--- config.mk ---
export PLATFORM = sky130hd
export DESIGN_NAME = imm_ext_pipe
export DESIGN_NICKNAME = d
export VERILOG_FILES = /design/src/rtl/imm_ext_pkg.sv /design/src/rtl/imm_ext_pipe_decode.sv /design/src/rtl/imm_ext_pipe.sv
export SDC_FILE = /design/constraint.sdc
export NUM_CORES = 1
export LEC_CHECK = 0
export CORE_AREA = 10 10 124 126
export DETAILED_ROUTE_END_ITERATION = 6
export DIE_AREA = 0 0 134 136
export GPL_ROUTABILITY_DRIVEN = 0
export GPL_TIMING_DRIVEN = 0
export PLACE_DENSITY = 0.82
export SETUP_SLACK_MARGIN = 0.2
export SYNTH_ARGS = -nofsm -noshare
export SYNTH_HDL_FRONTEND = slang
export SYNTH_SLANG_ARGS = --single-unit
export TNS_END_PERCENT = 100
--- constraint.sdc ---
create_clock -name clk -period 3.61 [get_ports clk]
set_input_delay 0.5415 -clock clk [delete_from_list [all_inputs] [get_ports clk]]
set_output_delay 0.5415 -clock clk [all_outputs]
set_load 0.02 [all_outputs]
--- src/rtl/imm_ext_pkg.sv ---
// Shared types and opcode constants for the LEGv8 immediate extractor.
package imm_ext_pkg;

   typedef enum logic [2:0] {
      FMT_NONE = 3'd0,
      FMT_D    = 3'd1,
      FMT_CB   = 3'd2,
      FMT_B    = 3'd3,
      FMT_I    = 3'd4,
      FMT_IW   = 3'd5
   } fmt_t;

   localparam logic [10:0] OP_LDUR = 11'b11111000010;
   localparam logic [10:0] OP_STUR = 11'b11111000000;
   localparam logic [6:0]  OP_CB7  = 7'b1011010;
   localparam logic [5:0]  OP_B6   = 6'b000101;
   localparam logic [9:0]  OP_ADDI = 10'b1001000100;
   localparam logic [9:0]  OP_SUBI = 10'b1101000100;
   localparam logic [8:0]  OP_MOVZ = 9'b110100101;

endpackage

--- src/rtl/imm_ext_pipe_decode.sv ---
// Combinational LEGv8 immediate decoder: instr -> {y, fmt}.
// Branch byte-offset scaling is enabled by IMM_EXT_BRANCH_SHL2_EN.
module imm_decode
   import imm_ext_pkg::*;
#(
   parameter int N = 64
) (
   input  logic [31:0]  instr,
   output logic [N-1:0] y,
   output fmt_t         fmt
);

   logic [63:0] wide_s;
   logic [63:0] movz_s;

   // MOVZ halfword placement; upper bits fall off when N < 64.
   always_comb begin
      movz_s = 64'd0;
      case (instr[22:21])
         2'd0:    movz_s = {48'd0, instr[20:5]};
         2'd1:    movz_s = {32'd0, instr[20:5], 16'd0};
         2'd2:    movz_s = {16'd0, instr[20:5], 32'd0};
         2'd3:    movz_s = {instr[20:5], 48'd0};
         default: movz_s = 64'd0;
      endcase
   end

   // Priority-ordered format match and extension to 64 bits.
   always_comb begin
      wide_s = 64'd0;
      fmt    = FMT_NONE;
      if ((instr[31:21] == OP_LDUR) || (instr[31:21] == OP_STUR)) begin
         wide_s = {{55{instr[20]}}, instr[20:12]};
         fmt    = FMT_D;
      end else if (instr[31:25] == OP_CB7) begin
`ifdef IMM_EXT_BRANCH_SHL2_EN
         wide_s = {{43{instr[23]}}, instr[23:5], 2'b00};
`else
         wide_s = {{45{instr[23]}}, instr[23:5]};
`endif
         fmt    = FMT_CB;
      end else if (instr[31:26] == OP_B6) begin
`ifdef IMM_EXT_BRANCH_SHL2_EN
         wide_s = {{36{instr[25]}}, instr[25:0], 2'b00};
`else
         wide_s = {{38{instr[25]}}, instr[25:0]};
`endif
         fmt    = FMT_B;
      end else if ((instr[31:22] == OP_ADDI) || (instr[31:22] == OP_SUBI)) begin
         wide_s = {52'd0, instr[21:10]};
         fmt    = FMT_I;
      end else if (instr[31:23] == OP_MOVZ) begin
         wide_s = movz_s;
         fmt    = FMT_IW;
      end else begin
         wide_s = 64'd0;
         fmt    = FMT_NONE;
      end
   end

   assign y = wide_s[N-1:0];

endmodule

--- src/rtl/imm_ext_pipe.sv ---
// Registered immediate extractor with a 2-entry valid/ready output queue.
// Optional branch byte-offset scaling: define IMM_EXT_BRANCH_SHL2_EN.
module imm_ext_pipe
   import imm_ext_pkg::*;
#(
   parameter int N     = 64,
   parameter int CNT_W = 16
) (
   input  logic             clk,
   input  logic             reset,
   input  logic             in_valid,
   output logic             in_ready,
   input  logic [31:0]      instr,
   output logic             out_valid,
   input  logic             out_ready,
   output logic [N-1:0]     y,
   output fmt_t             fmt,
   output logic [CNT_W-1:0] unk_cnt
);

   logic [N-1:0]     dec_y_s;
   fmt_t             dec_fmt_s;
   logic             push_s;
   logic             pop_s;

   logic [N-1:0]     head_y_r;
   fmt_t             head_fmt_r;
   logic [N-1:0]     tail_y_r;
   fmt_t             tail_fmt_r;
   logic [1:0]       count_r;
   logic [CNT_W-1:0] unk_r;

   imm_decode #(.N(N)) u_decode (
      .instr (instr),
      .y     (dec_y_s),
      .fmt   (dec_fmt_s)
   );

   assign in_ready  = !reset && (count_r != 2'd2);
   assign out_valid = (count_r != 2'd0);
   assign push_s    = in_valid && in_ready;
   assign pop_s     = out_valid && out_ready;
   assign y         = head_y_r;
   assign fmt       = head_fmt_r;
   assign unk_cnt   = unk_r;

   // Shift-style queue: head is always the oldest entry and drives the outputs.
   always_ff @(posedge clk) begin
      if (reset) begin
         head_y_r   <= '0;
         head_fmt_r <= FMT_NONE;
         tail_y_r   <= '0;
         tail_fmt_r <= FMT_NONE;
         count_r    <= 2'd0;
      end else begin
         case ({push_s, pop_s})
            2'b10: begin
               if (count_r == 2'd0) begin
                  head_y_r   <= dec_y_s;
                  head_fmt_r <= dec_fmt_s;
               end else begin
                  tail_y_r   <= dec_y_s;
                  tail_fmt_r <= dec_fmt_s;
               end
               count_r <= count_r + 2'd1;
            end
            2'b01: begin
               head_y_r   <= tail_y_r;
               head_fmt_r <= tail_fmt_r;
               count_r    <= count_r - 2'd1;
            end
            2'b11: begin
               // Only reachable at count 1: the new entry replaces the leaving head.
               if (count_r == 2'd1) begin
                  head_y_r   <= dec_y_s;
                  head_fmt_r <= dec_fmt_s;
               end else begin
                  head_y_r   <= tail_y_r;
                  head_fmt_r <= tail_fmt_r;
                  tail_y_r   <= dec_y_s;
                  tail_fmt_r <= dec_fmt_s;
               end
            end
            default: begin
               count_r <= count_r;
            end
         endcase
      end
   end

   // Saturating count of accepted instructions that matched no format.
   always_ff @(posedge clk) begin
      if (reset) begin
         unk_r <= '0;
      end else if (push_s && (dec_fmt_s == FMT_NONE) && (unk_r != {CNT_W{1'b1}})) begin
         unk_r <= unk_r + {{(CNT_W-1){1'b0}}, 1'b1};
      end else begin
         unk_r <= unk_r;
      end
   end

endmodule
-- Yosys cells after proc, flatten, opt, wreduce, memory -nomap -nowiden
Index checks and enable logic that the tools add are counted.
- word-level logic and storage cells: 69
- output and inout bits: 85
- register bits: 152
- add/subtract/negate cells: 3
- mux-type cells: 24
- reductions and logical operators: 17
- equal/unequal tests: 19
- operators by type and width (operator ; number):
    2-to-1 mux 64 bit ; 9
    case mux 64 bit (4 select lines) ; 1
    case mux 64 bit (3 select lines) ; 1
    case mux 64 bit (2 select lines) ; 1
    2-to-1 mux 3 bit ; 9
    equality test 11 bit, second input constant ; 2
    equality test 10 bit, second input constant ; 2
    adder 16 x 1 -> 16 bit, second input constant ; 1
    inequality test 16 bit, second input constant ; 1
    equality test 9 bit, second input constant ; 1
    case mux 3 bit (3 select lines) ; 1
    equality test 2 bit, second input constant ; 4
    inequality test 2 bit, second input constant ; 4
    equality test 7 bit, second input constant ; 1
    equality test 2 x 1 -> 1 bit, second input constant ; 3
    equality test 6 x 3 -> 1 bit, second input constant ; 1
    case mux 3 bit (2 select lines) ; 1
    nonzero test 2 bit ; 3
    logical AND 1 bit ; 5
    logical NOT 2 bit ; 2
    case mux 2 bit (2 select lines) ; 1
    logical NOT 3 bit ; 1
    AND reduction 3 bit ; 1
    nonzero test 3 bit ; 1
    other kinds (5) ; 6

-- Logic depth before layout (Yosys ltp)
- word-level depth: 9
- depth in mapped cells: 13

-- Cells and area by module
From an unflattened synthesis, not the netlist that was laid out.
- cells, all modules: 889
- area, all modules: 7218.2 um^2
- by module, submodules not included (module ; instances ; cells an instance ; area an instance (um^2)):
    imm_ext_pipe ; 1 ; 719 ; 6065.8
    imm_decode ; 1 ; 170 ; 1152.4

-- Worst setup path before layout
OpenSTA, ideal clock, no wires.
- path type: reg2reg
- start point: register count_r[0]
- end point: register tail_y_r[23]
- path slack: 0.910 ns
- stages on the path, launching flop included: 13
- arrival time: 2.640 ns
- required time: 3.550 ns
- period minus slack after synthesis: 2.700 ns
- path through: dfxtp_1 -> inv_1 -> ha_1 -> nor2_1 -> nand2_1 -> inv_1 -> ha_1 -> a22oi_1 -> o21a_1 -> buf_2 -> nor2_1 -> clkbuf_1 -> a22o_1
- word-level cells in the longest chain between the ends: 6
- elaborated cells between the ends (all ways): 14
- classes of those cells: eq/ne: 6; mux: 1; reduce/logical: 7
- RTL lines (item ; line ; source):
    from (decl) ; imm_ext_pipe.sv:30 ; logic [1:0] count_r;
    from (signal assigned) ; imm_ext_pipe.sv:65 ; count_r <= count_r + 2'd1;
    from (signal assigned) ; imm_ext_pipe.sv:70 ; count_r <= count_r - 2'd1;
    from (signal assigned) ; imm_ext_pipe.sv:85 ; count_r <= count_r;
    inequality test 2 bit * ; imm_ext_pipe.sv:39 ; assign in_ready = !reset && (count_r != 2'd2);
    logical AND 1 bit * ; imm_ext_pipe.sv:39 ;
    via in_ready ; imm_ext_pipe.sv:12 ; output logic in_ready,
    logical AND 1 bit * ; imm_ext_pipe.sv:41 ; assign push_s = in_valid && in_ready;
    equality test 2 bit ; imm_ext_pipe.sv:56 ; case ({push_s, pop_s})
    inequality test 2 bit (no line) / nonzero test 2 bit (equally long branches) ; n/a ;
    AND reduction 3 bit (no line) ; n/a ;
    to (signal assigned) ; imm_ext_pipe.sv:62 ; tail_y_r <= dec_y_s;
    to (signal assigned) ; imm_ext_pipe.sv:80 ; tail_y_r <= dec_y_s;
    to (decl) ; imm_ext_pipe.sv:28 ; logic [N-1:0] tail_y_r;
The timed path passes the listed nets; every way through them passes the cells marked *.
A chain may end at the register's enable or synchronous reset.

-- Worst setup path after layout
- start point: register count_r[0]
- end point: register tail_y_r[22]
- word-level cells in the longest chain between the ends: 6
- elaborated cells between the ends (all ways): 14
- classes of those cells: eq/ne: 6; mux: 1; reduce/logical: 7
- RTL lines (item ; line):
    inequality test 2 bit ; imm_ext_pipe.sv:39
    logical AND 1 bit ; imm_ext_pipe.sv:39
    logical AND 1 bit ; imm_ext_pipe.sv:41
    equality test 2 bit ; imm_ext_pipe.sv:56
    inequality test 2 bit (no line) / nonzero test 2 bit (equally long branches) ; n/a
    AND reduction 3 bit (no line) ; n/a
Several ways; a longest one is shown, not always the timed one.

==> metrics <==
vias after detailed routing between 7,000 and 8,000; final period demand of the worst path 3130 ps; # clock sinks 152; area fraction in and, or, nand and nor cells after synthesis 14.0%; post-synthesis compound-gate area fraction 34.2%; clk_lat worst skew 440 ps; drt pass-1 iters 6; total number of H-tree levels 4; worst reg2reg startpoint count_r[0]; number of buffers added by the clock tree synthesis step 17; dominant combinational cell family by area after synthesis compound AO/OA/AOI/OAI gates; Sequential Power Share 37.3%; layout overhead on the synthesized area 29.1%; class of the tightest hold or removal check reg -> reg; CTS root buffer sky130_fd_sc_hd__clkbuf_16; max-slew violations 0; row count 42; unrepaired setup endpoints after global routing false; peak clock frequency supported by timing 0.320 GHz; count of antenna-violating nets left after detailed routing 0; final worst hold slack between 400 and 500 ps; filler-free cell count of the finished design around 1,100; total net switching power 1580 uW; register-to-register setup slack 480 ps; initial antenna violation count 1; P_leak 0.00341 uW; post-synthesis sequential area ratio 43.4%; required time of the critical path 3960 ps; commonest register cell after synthesis sky130_fd_sc_hd__dfxtp_1; overflow left after global routing 0; chip height 136 um; cell area after layout around 0.009 mm2; capture instance of the worst register-to-register path tail_y_r[22]; hold-critical path depth 2; share of total power in the clock network 38.5%; final setup skew 6.24 ps; cts-stage hold buffer count 0; total power density per cell area approximately 540 mW/mm2; Post-Synthesis Net Count 821; initial DRC count 1,278; clock transition at the registers of the reported paths about 60 ps; share of the clock period used by the worst path 86.6%; Total Die Area 0.0182 mm2; combinational share of power between 20% and 30%; design internal power 3340 uW; x dimension of the die 134 um; final total negative setup slack 0 ps; Worst Hold Path EP tail_y_r[13]; area of placed instances 0.00840 mm2; reg2reg path depth 12; area of the mapped netlist between 0.007 and 0.008 mm2; Synth Area in Adders 1.25%; final setup violation count 0; mean post-synth cell area 9.00 um2; layout cell share with drive strength beyond 1 approximately 9%; final hold violation count 0; all-layer global routing usage 25.2%; sum of net half-perimeters after detailed placement 16,800 um; ports placed on the boundary around 120; crit end category register; maximum capacitance violations 0; antenna fix cells 0; Ys Warns 0; effective utilization at floorplan between 50% and 60%; pin count of the biggest net entering global routing 17; Worst Path Arrival about 3500 ps; WL/cell 21.3 um; maximum fanout along the worst path 10; Worst VDD drop 337 uV; classification of the worst setup path reg -> reg; via count of the first global-routing pass just under 7,000; Hold Startpoint tail_y_r[13]; final core utilization between 60% and 70%; number of enable-type register cells in the synthesized netlist 0; buffer depth of the longest clock path 2; Unique masters post-synth 66; switching portion of total power 32.1%; number of cells in the design after placement about 1,100; asr flop ratio synth 0%; number of vias per cell 6.53; run status complete, no violations; cells after synthesis 778; worst relative slew slack 51.6%; CTS tree yes; Critical Path Start Type register; core outline area 0.0130 mm2; post-route DRC violation count 0; IO buf count 117; global-route wire length before repair 36,800 um; Least-Margin Pin Slew about 730 ps; Routed Wire Length 23,500 um; xor and xnor area share after synthesis 0.250%; post-synthesis register bit count between 150 and 200; share of synthesized area spent on multiplexers 1.11%; post-layout net count between 900 and 1,000
worst max-delay path: stages (launching register included):
cell and delay, ps:
sky130_fd_sc_hd__dfxtp_1 380, sky130_fd_sc_hd__inv_1 90, sky130_fd_sc_hd__ha_1 270, sky130_fd_sc_hd__nand2b_1 260, sky130_fd_sc_hd__inv_1 160, sky130_fd_sc_hd__ha_1 270, sky130_fd_sc_hd__a22oi_1 140, sky130_fd_sc_hd__o21a_1 120
sky130_fd_sc_hd__buf_2 200, sky130_fd_sc_hd__nor2_2 490, sky130_fd_sc_hd__clkbuf_1 450, sky130_fd_sc_hd__nand2_1 110, sky130_fd_sc_hd__o21ai_0 110
per-layer routing:
metal / part of all wire (%) / GRT usage, %
met1: 41 / 32.0
met2: 46 / 39.7
met3: 10 / 6.83
met4: 3.2 / 10.4
met5: 0.030 / 0
how the worst max path moves through the flow:
stage                    start            to  slack, ps  cells after the start
floorplan           count_r[0]  tail_y_r[23]        910                     12
global placement         reset  tail_y_r[16]         60                     12
detailed placement       reset  tail_y_r[22]         30                     12
CTS                 count_r[0]  tail_y_r[22]        310                     12
global route        count_r[0]  tail_y_r[51]        210                     13
finish              count_r[0]  tail_y_r[22]        480                     12
placed cells by master (no fill, tap or decap), types with 4 or more instances in the layout:
cell type,synthesis,routed
sky130_fd_sc_hd__clkbuf_1,43,42
sky130_fd_sc_hd__a22o_1,16,16
sky130_fd_sc_hd__a211oi_1,6,6
sky130_fd_sc_hd__a21o_1,37,37
sky130_fd_sc_hd__and4_1,4,4
sky130_fd_sc_hd__buf_4,2,4
sky130_fd_sc_hd__ha_1,7,7
sky130_fd_sc_hd__o41ai_1,5,5
sky130_fd_sc_hd__inv_1,21,21
sky130_fd_sc_hd__nor3_1,20,20
sky130_fd_sc_hd__nand3_1,10,10
sky130_fd_sc_hd__a221oi_1,33,33
sky130_fd_sc_hd__a221oi_2,4,4
sky130_fd_sc_hd__o22ai_1,37,37
sky130_fd_sc_hd__clkbuf_16,0,17
sky130_fd_sc_hd__o31ai_1,4,4
sky130_fd_sc_hd__nand4_1,8,8
sky130_fd_sc_hd__a22oi_1,51,51
sky130_fd_sc_hd__mux2_2,4,4
sky130_fd_sc_hd__buf_2,21,21
sky130_fd_sc_hd__nor2b_1,9,9
sky130_fd_sc_hd__inv_6,0,4
sky130_fd_sc_hd__and2_1,4,4
sky130_fd_sc_hd__o2111ai_1,16,16
sky130_fd_sc_hd__nor2_1,51,50
sky130_fd_sc_hd__o21ai_0,40,40
sky130_fd_sc_hd__o32ai_1,18,18
sky130_fd_sc_hd__clkdlybuf4s50_1,0,117
sky130_fd_sc_hd__dfxtp_1,152,152
sky130_fd_sc_hd__a21oi_1,37,37
sky130_fd_sc_hd__nand2_1,58,58
sky130_fd_sc_hd__o21a_1,5,5
flip-flops by register name (all words and copies together), names as in the netlist:
name	cells
tail_y_r	64
tail_fmt_r	3
count_r	2
unk_cnt	16
y	64
fmt	3
repair_timing:
action | 4_1_cts | 5_1_grt
hold endpoints to repair | 0 | 0
buffers inserted | 0 | 2
gates resized for setup | 0 | 3
setup endpoints to repair | 0 | 74
power groups by stage:
| stage | clock network [uW] | registers [uW] | logic (uW) |
|---|---|---|---|
| final | 1890 | 1840 | 1190 |
| after global routing | 1960 | 1850 | 1280 |
| after CTS | 1890 | 1840 | 1160 |
| after detailed placement | 0 | 1870 | 1150 |
| after global placement | 0 | 1870 | 1140 |
| after floorplan | 0 | 1960 | 597 |
per-stage QoR:
stage / power (uW) / setup slack [ps]
3_3_place_gp: 3010 / 57.7
6_report: 4920 / 484
5_1_grt: 5100 / 214
3_5_place_dp: 3020 / 29.3
2_1_floorplan: 2560 / 910
4_1_cts: 4890 / 308
logic make-up after synthesis:
logic type / count (synthesis)
mux: 7
simple gates: 188
compound gates: 328
fa+ha+maj: 7
xor+xnor: 2
flops: 152
buf+inv: 94
Yosys cell counts, types with 5 or more instances:
master | count | area [um2]
sky130_fd_sc_hd__a211oi_1 | 6 | 45.0
sky130_fd_sc_hd__a21o_1 | 37 | 278
sky130_fd_sc_hd__a21oi_1 | 37 | 185
sky130_fd_sc_hd__a221oi_1 | 33 | 289
sky130_fd_sc_hd__a22o_1 | 16 | 140
sky130_fd_sc_hd__a22oi_1 | 51 | 383
sky130_fd_sc_hd__buf_2 | 21 | 105
sky130_fd_sc_hd__clkbuf_1 | 43 | 161
sky130_fd_sc_hd__dfxtp_1 | 152 | 3040
sky130_fd_sc_hd__ha_1 | 7 | 87.6
sky130_fd_sc_hd__inv_1 | 21 | 78.8
sky130_fd_sc_hd__nand2_1 | 58 | 218
sky130_fd_sc_hd__nand3_1 | 10 | 50.1
sky130_fd_sc_hd__nand4_1 | 8 | 50.1
sky130_fd_sc_hd__nor2_1 | 51 | 191
sky130_fd_sc_hd__nor2b_1 | 9 | 56.3
sky130_fd_sc_hd__nor3_1 | 20 | 100
sky130_fd_sc_hd__o2111ai_1 | 16 | 140
sky130_fd_sc_hd__o21a_1 | 5 | 37.5
sky130_fd_sc_hd__o21ai_0 | 40 | 200
sky130_fd_sc_hd__o22ai_1 | 37 | 231
sky130_fd_sc_hd__o32ai_1 | 18 | 158
sky130_fd_sc_hd__o41ai_1 | 5 | 43.8
final cells by class:
| cell class | instances | area (um2) |
|---|---|---|
| timing repair buffer | 119 | 1190 |
| buffer | 72 | 322 |
| sequential | 152 | 3040 |
| clock inverter | 12 | 163 |
| multi-input combinational | 532 | 3560 |
| fill | 1075 | 3940 |
| inverter | 22 | 82.6 |
| clock buffer | 20 | 467 |
| tap | 176 | 220 |
Note: power is estimated with default switching activity, not from simulation.
==> RTL edit 1: new RTL, same settings <==
Register the output `unk_cnt` once more, without a reset; this adds one clock of latency there. The other outputs are not delayed to match.
--- a/src/rtl/imm_ext_pipe.sv
+++ b/src/rtl/imm_ext_pipe.sv
@@ -43,5 +43,7 @@
    assign y         = head_y_r;
    assign fmt       = head_fmt_r;
-   assign unk_cnt   = unk_r;
+   always_ff @(posedge clk) begin
+      unk_cnt <= unk_r;
+   end
 
    // Shift-style queue: head is always the oldest entry and drives the outputs.
Formal check against the unedited RTL: not equivalent (Yosys sat finds a counterexample within 4 cycles, from zero or initial values and one cycle with reset high).
==> RTL edit 1 against the original RTL <==
Power increased by 6.4%. Critical path type unchanged. Final cell count increased by 6.0%. Synthesized area increased by 5.3%. Synthesized cell count increased by 9.0%. Setup slack got worse by 0.10 ns. Global-route usage increased by 0.80 points. Wire length increased by 3.6%. Non-clock buffer count increased by 5. Sequential power increased by 10%. Sequential cell count increased by 16. Cell area increased by 3.1%. Core utilization increased by 2.2 points.
==> RTL edit 1: results (changes against the original RTL) <==
* Headroom to the max-slew limit at 40.2% (-11 points)
* Critical path's slowest cell: buf_1
* Filler Cell Count at 1053 (-2.0%)
* Seq/Total Area, Yosys at 45.6% (+2.2 points)
* Final Non-Filler Cells at 1171 (+6.0%)
* Clock-cell share at 6.18% (-0.77 points)
* Worst hold-check path type: flop to flop
* Synth Area in Compound Gates at 32.1% (-2.1 points)
* Utilization after layout at 71.9% (+2.2 points)
* Vias in the first global route at 7132 (+6.0%)
* Ranking of synthesized cells by area: dfxtp_1, a22oi_1, o21ai_0, a21oi_1, nand2_1
* Worst endpoint data arrival time at 3.58 ns (+0.11 ns)
* Mux cell area share after synthesis at 0.272% (-0.84 points)
* Non-CTS buffers at 196 (+2.6%)
* GR Util All Layers at 26.0% (+0.80 points)
* DP Worst Slack at -0.0896 ns (-0.119 ns)
* Worst VDD drop at 0.336 mV (-0.28%)
* Non-Clock Inverter Count at 10 (-55%)
* Multi-input gate area at 3630 um^2 (+1.9%)
* Clock Skews at 0.00916 ns (+0.00291 ns)
* Outcome: finished clean
* Final #Nets at 1025 (+6.9%)
* DP Cell Count at 1136 (+6.1%)
* CTS sink cnt at 168 (+11%)
* Slowest stage delay, CP at 0.45 ns (-0.04 ns)
* Initial antenna violation count at 0 (-1)
* DPL Wire Length at 17300 um (+3.3%)
* Most instantiated cells after synthesis: dfxtp_1, nand2_1, nor2_1, o21ai_0, a21oi_1
* Post-Syn Nets at 891 (+8.5%)
* Multi-input gates at 589 (+11%)
* Synth Area in XOR/XNOR at 0.950% (+0.70 points)
* Worst-Skew Late Latency at 0.44 ns (about the same)
* Global-route wire length before repair at 38200 um (+3.6%)
* Port bufs at 112 (-4.3%)
* Non-clk buf share at 16.1% (-0.59 points)
* Synth Area in Adders at 1.19% (-0.063 points)
* Placed cell area at 8710 um^2 (+3.8%)
* Fraction of area in registers at 36.1% (+2.4 points)
* Layout cells sized above 1 at 6.63% (-2.2 points)
* Leakage at 3.43 nW (+0.65%)
* Drt initial violations at 979 (-23%)
* Layout clock buffer count at 24 (+20%)
* Average cell area after synthesis at 8.69 um^2 (-3.4%)
* Hold path cells at 0 (-2)
* Netlist cell types at 58 (-12%)
* WL final at 24400 um (+3.6%)
## RTL edit 1: cell count changes after synthesis, sizes merged, moves of 12 or more
cell | before | now
nand2 | 58 | 72
a221oi | 37 | 19
o32ai | 18 | 1
o21ai | 42 | 68
a21oi | 39 | 65
nor2 | 51 | 68
clkbuf | 44 | 59
a21o | 37 | 25
o2111ai | 16 | 0
dfxtp | 152 | 168
or4 | 2 | 14
## RTL edit 1: power breakdown
group	switching [mW]	total, mW	leakage [nW]	internal (mW)
Combinational	0.942	1.41	1.79	0.466
Sequential	0.0650	2.03	1.36	1.97
Clock	0.756	1.79	0.284	1.03
Total	1.76	5.23	3.43	3.47
## RTL edit 1: final timing paths
| path | start | end | slack, ns |
|---|---|---|---|
| setup / recovery | count_r[0]$_SDFFE_PP0P_ | y[63]$_SDFFE_PP0P_ | 0.38 |
| hold / removal | unk_r[10]$_SDFFE_PP0P_ | unk_cnt[10]$_DFF_P_ | 0.38 |
| setup reg to reg | count_r[0]$_SDFFE_PP0P_ | y[63]$_SDFFE_PP0P_ | 0.38 |
| hold reg to reg | unk_r[10]$_SDFFE_PP0P_ | unk_cnt[10]$_DFF_P_ | 0.38 |
## RTL edit 1: repair_timing
item / CTS / global route
hold endpoints to repair: 0 / 0
setup endpoints to repair: 52 / 75
resized for setup: 2 / 13
buffers inserted: 0 / 3
pin swaps: 1 / 1
## RTL edit 1: cells by family after synthesis
group                    after synthesis
buffers and inverters                 91
flip-flops                           168
AO/OA/AOI/OAI                        349
XOR/XNOR                               8
multiplexers                           2
adder cells (fa/ha/maj)                7
AND/OR/NAND/NOR                      223
## RTL edit 1: layer usage
metal  vias to the layer above  track usage (%)  wire (um)
li1                       3476                -          -
met2                       457             42.7      11500
met1                      3562             31.2       9370
met3                        64             7.68       2710
met5                         -                0          0
met4                         0             10.8        761
==> RTL edit 2: new RTL, same settings <==
Without the edit above. The parameter `CNT_W` goes from 16 to 32.
--- a/src/rtl/imm_ext_pipe.sv
+++ b/src/rtl/imm_ext_pipe.sv
@@ -5,5 +5,5 @@
 #(
    parameter int N     = 64,
-   parameter int CNT_W = 16
+   parameter int CNT_W = 32
 ) (
    input  logic             clk,
Interface: changed (resized unk_cnt); port bits go from 121 to 137. The function was not compared with the original's and may differ.
==> RTL edit 2 against the original RTL <==
Sequential share of layout area grew 0.21 points. Global-route usage up 2.0 points. Clock skew rose by 0.0026 ns. Cell area is 9.9% higher. Wire length grew 6.9%. Power is 0.35% lower. Sequential cell count rose by 16. Maximum frequency shrank 1.8%. Setup slack lost 0.056 ns. Synthesized area up 11%. Largest cell class unchanged.
==> RTL edit 2: results (changes against the original RTL) <==
* Filler Cell Count at 997 (-7.3%)
* Met2 routed WL at 11800 um (+9.3%)
* Cells after Synth at 885 (+14%)
* GR Util All Layers at 27.2% (+2.0 points)
* Post-DR vias/cell at 6.44 (-1.4%)
* DP Cell Count at 1197 (+12%)
* Outcome: finished clean
* Met3 Wirelength at 2620 um (+7.1%)
* Clock Skews at 0.00885 ns (+0.00261 ns)
* Synth Area in XOR/XNOR at 1.81% (+1.6 points)
* DPL Wire Length at 18100 um (+8.2%)
* Synth Area in Compound Gates at 30.6% (-3.6 points)
* Setup crit end: tail_y_r[57]$_SDFFE_PP0P_
* Placed cell area at 9340 um^2 (+11%)
* Netlist cell types at 73 (+11%)
* Post-Syn Nets at 928 (+13%)
* Port bufs at 136 (+16%)
* Hold Path End: tail_y_r[53]$_SDFFE_PP0P_
* Mux cell area share after synthesis at 0.323% (-0.79 points)
* Synth Area in Adders at 1.13% (-0.12 points)
* Top Layer Used: met4
* GR Util met3 at 8.30% (+1.5 points)
* Vias in the first global route at 7553 (+12%)
* Met2 usage at 43.7% (+3.9 points)
* Worst endpoint data arrival time at 3.48 ns (about the same)
* Final #Nets at 1083 (+13%)
* Met1 Track Usage GR at 34.2% (+2.2 points)
* Cell area after layout at 9930 um^2 (+9.9%)
* Post-DR wirelength/cell at 20.5 um (-3.9%)
* DP Worst Slack at -0.204 ns (-0.233 ns)
* Seq/Total Area, Yosys at 43.3% (-0.096 points)
* Critical path's slowest cell: clkdlybuf4s50_1
* Hold Crit Start: tail_y_r[53]$_SDFFE_PP0P_
* Drt initial violations at 977 (-24%)
* Most instantiated cells after synthesis: dfxtp_1, nor2_1, a21oi_1, a22oi_1, nand2_1
==> RTL edit 2: changes by cell type after synthesis, sizes merged, moves of 12 or more <==
| cell | change |
|---|---|
| a21oi | +31 |
| a221o | +19 |
| a221oi | -29 |
| a222oi | +18 |
| a22o | -16 |
| a22oi | +12 |
| dfxtp | +16 |
| nand2b | +12 |
| nor2 | +35 |
| o2111ai | -16 |
| o21ai | +19 |
| o32ai | -18 |
| xor2 | +13 |
==> RTL edit 2: final cells by class <==
cell class                      instances  share of cell area [%]
Sequential cell                       168                    33.9
Clock inverter                          8                   0.605
Inverter                               14                   0.529
Buffer                                 72                    3.44
Timing Repair Buffer                  136                    13.7
Multi-Input combinational cell        631                    40.4
Clock buffer                           24                    5.25
Tap cell                              176                    2.22
==> RTL edit 2: power breakdown <==
part,switching [mW],total (mW),internal [mW]
clock,0.747,1.76,1.01
combinational,0.830,1.19,0.359
sequential,0.0378,1.95,1.92
total,1.61,4.90,3.29
